--- src/rtl/astable_pkg.sv ---
// Shared types for the programmable astable oscillator.
// Latency: n/a (types and helpers only).
// Backpressure: n/a; contents are the state enum, default widths and the settings struct.
package astable_pkg;

  localparam int LEN_W = 8;  // high/low phase length, in prescaled ticks
  localparam int PRE_W = 8;  // prescaler setting; divide ratio is prescale+1
  localparam int CNT_W = 8;  // completed-period counter

  typedef enum logic [1:0] {
    IDLE = 2'd0,
    HIGH = 2'd1,
    LOW  = 2'd2
  } osc_state_t;

  // One settings set; used for both the active and the pending (shadow) copy.
  typedef struct packed {
    logic [LEN_W-1:0] high_len;
    logic [LEN_W-1:0] low_len;
    logic [PRE_W-1:0] prescale;
  } osc_cfg_t;

  // Phase counter value on which a phase ends: max(len,1)-1.
  function automatic logic [LEN_W-1:0] last_idx(input logic [LEN_W-1:0] len);
    return (len == '0) ? '0 : len - LEN_W'(1);
  endfunction

endpackage

--- src/rtl/astable_prescaler.sv ---
// Prescale counter: tick every div+1 cycles of clk while clr is low.
// Latency: tick is combinational from the counter; clr takes effect at the next edge.
// Backpressure: none; clr holds the counter at 0.
// Ports: clk, rst_n (async active-low), clr (sync clear), div (terminal count), tick (out).
module astable_prescaler #(
  parameter int PRE_W = 8
) (
  input  logic             clk,
  input  logic             rst_n,
  input  logic             clr,
  input  logic [PRE_W-1:0] div,
  output logic             tick
);

  logic [PRE_W-1:0] cnt;

  assign tick = (cnt == div);

  always_ff @(posedge clk or negedge rst_n) begin
    if (!rst_n) begin
      cnt <= '0;
    end else if (clr || tick) begin
      cnt <= '0;
    end else begin
      cnt <= cnt + PRE_W'(1);
    end
  end

endmodule

--- src/rtl/astable_osc_core.sv ---
// Programmable astable multivibrator: square wave with separate HIGH/LOW lengths and a prescaler.
// Latency: en/load act at the next clk edge; new settings apply at IDLE or the LOW->HIGH boundary.
// Backpressure: none; load always succeeds, the last load before a boundary wins.
// Ports: clk, rst_n (async active-low), en (run level), high_len/low_len/prescale (settings),
//        load (capture strobe), osc_out, period_done, cycle_cnt, busy (all registered).
module astable_osc_core #(
  // Widths must match the package defaults, since the settings struct is shared.
  parameter int LEN_W = astable_pkg::LEN_W,
  parameter int PRE_W = astable_pkg::PRE_W,
  parameter int CNT_W = astable_pkg::CNT_W
) (
  input  logic             clk,
  input  logic             rst_n,
  input  logic             en,
  input  logic [LEN_W-1:0] high_len,
  input  logic [LEN_W-1:0] low_len,
  input  logic [PRE_W-1:0] prescale,
  input  logic             load,
  output logic             osc_out,
  output logic             period_done,
  output logic [CNT_W-1:0] cycle_cnt,
  output logic             busy
);

  import astable_pkg::*;

  osc_state_t       state, state_nxt;
  osc_cfg_t         act, act_nxt;
  osc_cfg_t         pend, pend_nxt;
  logic             pend_vld, pend_vld_nxt;
  logic [LEN_W-1:0] phase, phase_nxt;
  logic [CNT_W-1:0] cnt_nxt;
  logic             osc_nxt, done_nxt, busy_nxt;
  logic             apply;
  logic             tick;
  logic             clr;

  // Prescaler is held at 0 while idle and cleared on the disabling edge,
  // so every phase starts from a fresh tick count.
  assign clr = (state == IDLE) || !en;

  astable_prescaler #(
    .PRE_W (PRE_W)
  ) u_prescaler (
    .clk   (clk),
    .rst_n (rst_n),
    .clr   (clr),
    .div   (act.prescale),
    .tick  (tick)
  );

  always_ff @(posedge clk or negedge rst_n) begin
    if (!rst_n) begin
      state       <= IDLE;
      act         <= '0;
      pend        <= '0;
      pend_vld    <= 1'b0;
      phase       <= '0;
      cycle_cnt   <= '0;
      osc_out     <= 1'b0;
      period_done <= 1'b0;
      busy        <= 1'b0;
    end else begin
      state       <= state_nxt;
      act         <= act_nxt;
      pend        <= pend_nxt;
      pend_vld    <= pend_vld_nxt;
      phase       <= phase_nxt;
      cycle_cnt   <= cnt_nxt;
      osc_out     <= osc_nxt;
      period_done <= done_nxt;
      busy        <= busy_nxt;
    end
  end

  always_comb begin
    state_nxt    = state;
    act_nxt      = act;
    pend_nxt     = pend;
    pend_vld_nxt = pend_vld;
    phase_nxt    = phase;
    cnt_nxt      = cycle_cnt;
    done_nxt     = 1'b0;
    apply        = 1'b0;

    case (state)
      IDLE: begin
        apply = pend_vld;
        if (en) begin
          state_nxt = HIGH;
          phase_nxt = '0;
        end
      end

      HIGH: begin
        if (!en) begin
          state_nxt = IDLE;
          phase_nxt = '0;
        end else if (tick) begin
          if (phase == last_idx(act.high_len)) begin
            state_nxt = LOW;
            phase_nxt = '0;
          end else begin
            phase_nxt = phase + LEN_W'(1);
          end
        end
      end

      LOW: begin
        if (!en) begin
          state_nxt = IDLE;
          phase_nxt = '0;
        end else if (tick) begin
          if (phase == last_idx(act.low_len)) begin
            state_nxt = HIGH;
            phase_nxt = '0;
            done_nxt  = 1'b1;
            cnt_nxt   = cycle_cnt + CNT_W'(1);
            apply     = pend_vld;
          end else begin
            phase_nxt = phase + LEN_W'(1);
          end
        end
      end

      default: begin
        state_nxt = IDLE;
        phase_nxt = '0;
      end
    endcase

    // Apply consumes the old pending set; a load in the same cycle refills
    // the shadow and keeps it valid for the following boundary.
    if (apply) begin
      act_nxt      = pend;
      pend_vld_nxt = 1'b0;
    end
    if (load) begin
      pend_nxt.high_len = high_len;
      pend_nxt.low_len  = low_len;
      pend_nxt.prescale = prescale;
      pend_vld_nxt      = 1'b1;
    end

    osc_nxt  = (state_nxt == HIGH);
    busy_nxt = (state_nxt != IDLE);
  end

endmodule

--- config.mk ---
export PLATFORM = sky130hd
export DESIGN_NAME = astable_osc_core
export DESIGN_NICKNAME = d
export VERILOG_FILES = /design/src/rtl/astable_pkg.sv /design/src/rtl/astable_prescaler.sv /design/src/rtl/astable_osc_core.sv
export SDC_FILE = /design/constraint.sdc
export NUM_CORES = 1
export LEC_CHECK = 0
export BUFFER_PORTS_ARGS = -buffer_cell sky130_fd_sc_hd__buf_2
export CORE_UTILIZATION = 55
export CTS_CLUSTER_DIAMETER = 150
export CTS_CLUSTER_SIZE = 16
export DETAILED_ROUTE_END_ITERATION = 8
export PLACE_DENSITY_LB_ADDON = 0.25
export SLEW_MARGIN = 20
export SYNTH_ARGS = -nofsm -noshare
export SYNTH_HDL_FRONTEND = slang
export SYNTH_SLANG_ARGS = --single-unit
--- constraint.sdc ---
create_clock -name clk -period 3.43 [get_ports clk]
set_input_delay 0.686 -clock clk [delete_from_list [all_inputs] [get_ports clk]]
set_output_delay 0.686 -clock clk [all_outputs]
set_load 0.02 [all_outputs]
==> results of run 1 <==
==> timing repair <==
action                     in CTS  in global routing
gates resized for setup         0                  1
setup buffers                   0                  1
setup endpoints to repair       0                 17
==> through the flow <==
step / setup WS (ps) / power, µW / hold slack (ps) / instance area (µm²) / instances
after global placement: 218 / 2680 / 453 / 4920 / 610
after detailed placement: 128 / 2750 / 453 / 4920 / 610
after CTS: 112 / 3610 / 465 / 5160 / 625
final: 171 / 3640 / 463 / 5180 / 626
after global routing: 38.6 / 3870 / 510 / 5180 / 626
after floorplan: 354 / 2410 / 390 / 4660 / 491
==> state kept, by name, summed over array words and instances, names as in the netlist, 2 cells and up <==
| signal | cells |
|---|---|
| cycle_cnt | 8 |
| phase | 8 |
| u_prescaler.cnt | 8 |
| pend | 24 |
| act | 24 |
| state | 2 |
==> per-layer routing <==
metal  GRT usage  share of wire  vias to the layer above
li1            -              -                     1786
met1       0.343           0.48                     1787
met2       0.378           0.47                      102
met3      0.0380          0.040                       12
met4      0.0679          0.012                        0
met5           0              0                        -
==> Yosys cell counts (2+ instances only) <==
| library cell | instances | area [µm²] |
|---|---|---|
| clkbuf_1 | 28 | 105 |
| and3_1 | 12 | 75.1 |
| ha_1 | 9 | 113 |
| o22ai_1 | 2 | 12.5 |
| mux2i_1 | 3 | 30.0 |
| or4_4 | 2 | 22.5 |
| o311a_1 | 2 | 20.0 |
| or3b_2 | 2 | 17.5 |
| or2b_1 | 2 | 15.0 |
| buf_1 | 4 | 15.0 |
| nor3b_1 | 3 | 22.5 |
| o41ai_1 | 3 | 26.3 |
| nor3_1 | 14 | 70.1 |
| or3_1 | 4 | 25.0 |
| and4_1 | 2 | 17.5 |
| a21oi_1 | 15 | 75.1 |
| nor2_1 | 22 | 82.6 |
| xor2_1 | 25 | 219 |
| o21ai_0 | 32 | 160 |
| a211o_1 | 10 | 87.6 |
| o21a_1 | 2 | 15.0 |
| xnor2_1 | 8 | 70.1 |
| inv_1 | 13 | 48.8 |
| nand2b_1 | 29 | 181 |
| dfrtp_1 | 78 | 1950 |
| mux2_2 | 29 | 327 |
| nand4_1 | 2 | 12.5 |
| nand3_1 | 10 | 50.1 |
| or2_2 | 2 | 12.5 |
| and2_1 | 6 | 37.5 |
| nand2_1 | 41 | 154 |
| nor4_1 | 5 | 31.3 |
| o211ai_1 | 27 | 203 |
| nor2b_1 | 22 | 138 |
==> layout make-up <==
| cell class | count | share of cell area |
|---|---|---|
| flip-flops and latches | 78 | 0.377 |
| clock inverters | 5 | 0.0208 |
| inverters | 13 | 0.00942 |
| well taps | 105 | 0.0254 |
| clock buffers | 10 | 0.0266 |
| multi-input cells | 367 | 0.489 |
| repair buffers | 48 | 0.0517 |
==> power breakdown <==
part | total (µW) | internal (µW) | switching, µW | leakage (µW)
Clock | 855 | 502 | 353 | 0.000123
Sequential | 1420 | 1110 | 305 | 0.000981
Combinational | 1370 | 627 | 741 | 0.00120
==> layout by cell type (no fill, tap or decap), types with 3 or more instances in the layout <==
master,n
nor2b_1,22
or3_1,4
buf_4,11
o21ai_0,32
mux2_2,29
nand3_1,10
nor3b_1,3
mux2i_1,3
a21oi_1,15
clkbuf_8,10
xnor2_1,8
nor4_1,5
and2_1,6
nand2b_1,29
nand2_1,41
nor2_1,22
inv_1,13
xor2_1,25
ha_1,9
o41ai_1,3
and3_1,12
a211o_1,10
nor3_1,14
bufinv_16,3
buf_2,37
dfrtp_1,77
o211ai_1,27
==> logic make-up (layout without fill, tap and decap cells) <==
kind of cell	after synthesis	after routing	synth area share
multiplexers	32	32	0.0766
flip-flops	78	78	0.419
buffers and inverters	46	76	0.0387
AO/OA/AOI/OAI	104	104	0.148
XOR/XNOR	34	34	0.0669
adder cells (fa/ha/maj)	9	9	0.0242
AND/OR/NAND/NOR	188	188	0.226
==> worst min-delay path by stage <==
stage                  from      endpoint  slack, ps  cells past startpoint
2_1_floorplan         rst_n        act[0]        390                      0
3_3_place_gp   cycle_cnt[7]  cycle_cnt[7]        450                      1
3_5_place_dp   cycle_cnt[7]  cycle_cnt[7]        450                      1
4_1_cts        cycle_cnt[7]  cycle_cnt[7]        470                      1
5_1_grt        cycle_cnt[7]  cycle_cnt[7]        510                      1
6_report       cycle_cnt[7]  cycle_cnt[7]        460                      1
==> worst reg2reg max path: stages, from the launching register on <==
cell and delay (ps):
dfrtp_1 470, or4_4 560, a2111o_1 430, and3_1 180, a211o_1 290, or4_4 620, buf_4 240, o21ai_0 220
o211ai_1 120
==> implementation parameters, run 1 <==
Parameter                              Value

Floorplanning
  Cell row count ... 33
  Die span in y ... 94.0 µm
  IO Pins ... 39
  Effective utilization at floorplan ... 0.567
  Die ar. ... 8840 µm²
  Die extent in x ... 94.0 µm
  Core Footprint ... 8220 µm²

Worst setup path
  Timing startpoint of the critical path ... act[10]
  Type of destination of the critical path ... register
  Critical path required time ... 3650 ps
  Cell with the largest stage delay on the worst path ... or4_4
  Setup slack of the worst register-to-register path ... 170 ps
  Critical Path AT ... 3480 ps
  Total stage count of the critical path ... 8
  Crit-path most repeated cell ... or4_4
  Cell class contributing the biggest share of worst-path delay ... simple AND/OR/NAND/NOR gates
  Largest stage delay on the critical path ... 620 ps
  Startpoint kind of the worst setup timing path ... register
  Startpoint-to-endpoint class of the critical path ... register to register
  Worst r2r dst ... act[23]
  End point of the critical path ... act[23]
  Maximum fanout encountered on the critical timing path ... 15
  Number of cells traversed by the worst register-to-register path ... 8
  Critical register-to-register path startpoint ... act[10]
  Buf+Inv Stages, Crit Path ... 1
  Cell breakdown of the critical path ... or4_4 -> a2111o_1 -> and3_1 -> a211o_1 -> or4_4 -> buf_4 -> o21ai_0 -> o211ai_1

Layout
  Fraction of final layout cells with drive strength greater than 1 ... 0.198
  Synthesis-to-finish area growth ... 11.2%
  Footprint of the multi-input gates ... 2530 µm²
  Filler cells ... 704
  FF+latch area ... 1950 µm²
  Diodes inserted ... 0
  Final-stage net count ... 554
  Final core area utilization ... 0.630

STA
  RSZ-0062 raised after global routing ... no
  Max-slew headroom ... 0.361
  Slew at the pin closest to its max-slew limit ... 959 ps
  Sum Neg Setup Slack ... 0 ps
  Tmin final ... 3260 ps
  Worst clock skew ... 13.7 ps
  Max-slew violations ... 0
  Final setup violation count ... 0
  Maximum clock frequency ... 0.307 GHz
  Count of final hold-check violations ... 0
  Final period util ... 0.950

Synth
  Most used DFF post-synth ... dfrtp_1
  Sequential fraction of the synthesis area ... 0.419
  Cells after Synth ... 491
  Number of enable-type register cells in the synthesized netlist ... 0
  Yosys reg bits ... 78
  Yosys warns ... 0
  Post-synth net total ... 528
  Number of library cell types mapped by synthesis ... 55
  Per-instance average area after synthesis ... 9.49 µm²
  Share of flip-flops with an asynchronous set or reset ... 1.00
  Netlist area before placement ... 4660 µm²

Drt
  Vias after detailed routing ... 3687
  Pre-Repair DR Iteration Count ... 5
  Antenna viol nets, final ... 0
  Drc violations ... 0
  Post-DR vias/cell ... 5.89
  Routed WL ... 9850 µm
  Final routed wire length divided by cell count ... 15.7 µm
  First-iteration detailed-routing DRC count ... 301

Global route
  Antenna violations before repair ... 0
  Pin count of the biggest net entering global routing ... 79
  Remaining global-route overflow ... 0
  Number of global-route vias before repair ... 3424
  GR Util All Layers ... 0.240
  Wire length of the first global-routing pass ... 16500 µm

Clock network
  Number of sinks driven by the clock tree ... 78
  Clock Latency Late Sink ... 350 ps
  Clk buf depth ... 2
  CTS buffer count ... 9
  CTS tree ... done
  H-tree lvl count ... 3
  CTS root buf ... clkbuf_8
  Hold-fix buffers, CTS ... 0
  Register clock-pin slew on the reported worst setup and hold paths ... 90 ps

Placed design
  Port-buffer cells ... 38
  HPWL Detailed ... 6700 µm
  Placer congestion estimate ... 0.808

Run status
  Status ... completed

Hold path
  Worst hold-check path type ... register to register

Run
  Reported max-cap violation count ... 0

Power
  Max VDD drop ... 0.346 mV
  Lkg Pwr ... 0.00230 µW
  Power per cell area ... 703 nW/µm²
Power figures use the tool's default switching activity.
==> run 2, diff against run 1 <==
CORE_ASPECT_RATIO = 1.2   (was default)
MAX_ROUTING_LAYER = met4   (was default)
==> run 2 against run 1 <==
Against the previous run:
- sequential power is essentially flat
- worst hold slack lost 130 ps
- cell count rose by 1.8%
- fmax up 0.69%
- largest cell class unchanged
- core utilization increased by 0.17 points
- clock-buffer cell count unchanged
- sequential cell count unchanged
- combinational power about the same
- clock power is 17% lower
- die area is essentially flat
- global-route usage barely moved
- routed wire length shrank 4.0%
==> implementation parameters, run 2 (same netlist as run 1, synthesis figures left out) <==
Parameter                              Value

STA
  Worst clock skew ... 9.22 ps
  Final setup violation count ... 0
  Final period util ... 0.944
  Count of final hold-check violations ... 0
  Max-slew violations ... 0
  Slew at the pin closest to its max-slew limit ... 717 ps
  RSZ-0062 raised after global routing ... no
  Maximum clock frequency ... 0.309 GHz
  Tmin final ... 3240 ps
  Sum Neg Setup Slack ... 0 ps
  Max-slew headroom ... 0.522

Run
  Reported max-cap violation count ... 0

Worst setup path
  Critical Path AT ... 3470 ps
  Cell class contributing the biggest share of worst-path delay ... simple AND/OR/NAND/NOR gates
  Timing startpoint of the critical path ... act[10]
  Maximum fanout encountered on the critical timing path ... 20
  Startpoint kind of the worst setup timing path ... register
  Cell breakdown of the critical path ... or4_4 -> a2111o_1 -> and3_1 -> a211o_1 -> or4_4 -> buf_4 -> o21ai_0 -> o211ai_1
  Critical register-to-register path startpoint ... act[10]
  Cell with the largest stage delay on the worst path ... or4_4
  Critical path required time ... 3670 ps
  Largest stage delay on the critical path ... 590 ps
  Crit-path most repeated cell ... or4_4
  Type of destination of the critical path ... register
  Startpoint-to-endpoint class of the critical path ... register to register
  Buf+Inv Stages, Crit Path ... 1

Layout
  Diodes inserted ... 0
  Synthesis-to-finish area growth ... 10.6%
  Largest registers ranked by flip-flop count ... act x24, pend x24
  Top library cells by usage in the layout, fill and taps aside ... dfrtp_1, nand2_1, buf_2, o21ai_0
  Most common library cell in the layout ignoring fill and taps ... dfrtp_1
  Final core area utilization ... 0.632
  Fraction of final layout cells with drive strength greater than 1 ... 0.197
  Final-stage net count ... 555
  Non-Filler Instances ... 637

Global route
  Met3 Track Usage GR ... 0.0488
  Remaining global-route overflow ... 0
  Antenna violations before repair ... 0
  Global routing usage on met1 ... 0.322
  GR Util All Layers ... 0.240
  Fraction of met2 tracks used by global routing ... 0.370
  Number of global-route vias before repair ... 3420
  Pin count of the biggest net entering global routing ... 79
  Peak-usage layer in the global routing report ... met2
  Wire length of the first global-routing pass ... 16100 µm

Drt
  Routed WL ... 9460 µm
  Final routed wire length divided by cell count ... 14.8 µm
  First-iteration detailed-routing DRC count ... 267
  Antenna viol nets, final ... 0
  Post-DR vias/cell ... 5.67
  Pre-Repair DR Iteration Count ... 5
  Drc violations ... 0
  Vias after detailed routing ... 3614

Floorplanning
  Effective utilization at floorplan ... 0.571
  Die extent in x ... 86.0 µm
  Die ar. ... 8840 µm²
  Die span in y ... 103 µm
  Core Footprint ... 8150 µm²
  Cell row count ... 36
  IO Pins ... 39

Power
  Share of total power in combinational logic ... 0.391
  Lkg Pwr ... 0.00228 µW
  Power per cell area ... 671 nW/µm²
  Reg power frac ... 0.404
  Design internal power ... 2090 µW
  Power dissipated by switching net loads ... 1370 µW
  Switch share ... 0.396
  Proportion of power drawn by the clock network ... 0.204
  Post-layout total power ... 3460 µW
  Max VDD drop ... 0.359 mV

Placed design
  HPWL Detailed ... 6490 µm
  Port-buffer cells ... 38
  Placer congestion estimate ... 0.911
  Number of placed instances with taps included ... 619

Clock network
  CTS buffer count ... 9
  Number of sinks driven by the clock tree ... 78
  H-tree lvl count ... 3
  Clk buf depth ... 2
  Register clock-pin slew on the reported worst setup and hold paths ... 80 ps
  CTS root buf ... clkbuf_8
  Clock Latency Late Sink ... 370 ps
  CTS tree ... done

Run status
  Status ... completed

Hold path
  Worst hold-check path type ... input port to async pin
[run 2: power groups by stage]
stage | Clock [µW] | Sequential (µW) | Combinational [µW]
3_5_place_dp | 0 | 1400 | 1320
5_1_grt | 755 | 1430 | 1530
4_1_cts | 723 | 1390 | 1330
6_report | 706 | 1400 | 1350
3_3_place_gp | 0 | 1390 | 1290
2_1_floorplan | 0 | 1310 | 1100
[run 2: worst paths after layout]
kind                                 to  slack [ps]  depth (start not counted)
max                             act[20]         190                          8
min                                busy         340                          1
max reg2reg                     act[20]         190                          8
min reg2reg                cycle_cnt[7]         470                          1
max in group asynchronous  cycle_cnt[4]        2590                          1
min in group clk           cycle_cnt[7]         470                          1
[run 2: stage by stage]
stage / setup slack (ps) / hold WS (ps) / area (µm²)
after floorplan: 354 / 390 / 4660
after global placement: 257 / 453 / 4930
after detailed placement: 135 / 469 / 4930
after CTS: 121 / 480 / 5130
after global routing: 56.2 / 392 / 5150
final: 194 / 336 / 5150
[run 2: cell type report]
| type | instances | area [µm²] |
|---|---|---|
| inverter | 13 | 48.8 |
| sequential | 78 | 1950 |
| fill | 676 | 3000 |
| timing repair buffer | 49 | 279 |
| clock inverter | 6 | 70.1 |
| multi-input combinational | 367 | 2530 |
| clock buffer | 10 | 128 |
| tap | 114 | 143 |
[run 2: per-layer routing]
layer / routed length, µm / share of wire / vias up
li1: - / - / 1790
met1: 4520 / 0.48 / 1753
met2: 4540 / 0.48 / 61
met3: 301 / 0.032 / 10
met4: 102 / 0.011 / 0
met5: 0 / 0 / -
[run 2: timing repair]
item                       in CTS  in global routing
resized for setup               0                  1
setup endpoints to repair       0                 23
hold buffers                    0                  0
buffers inserted                0                  2
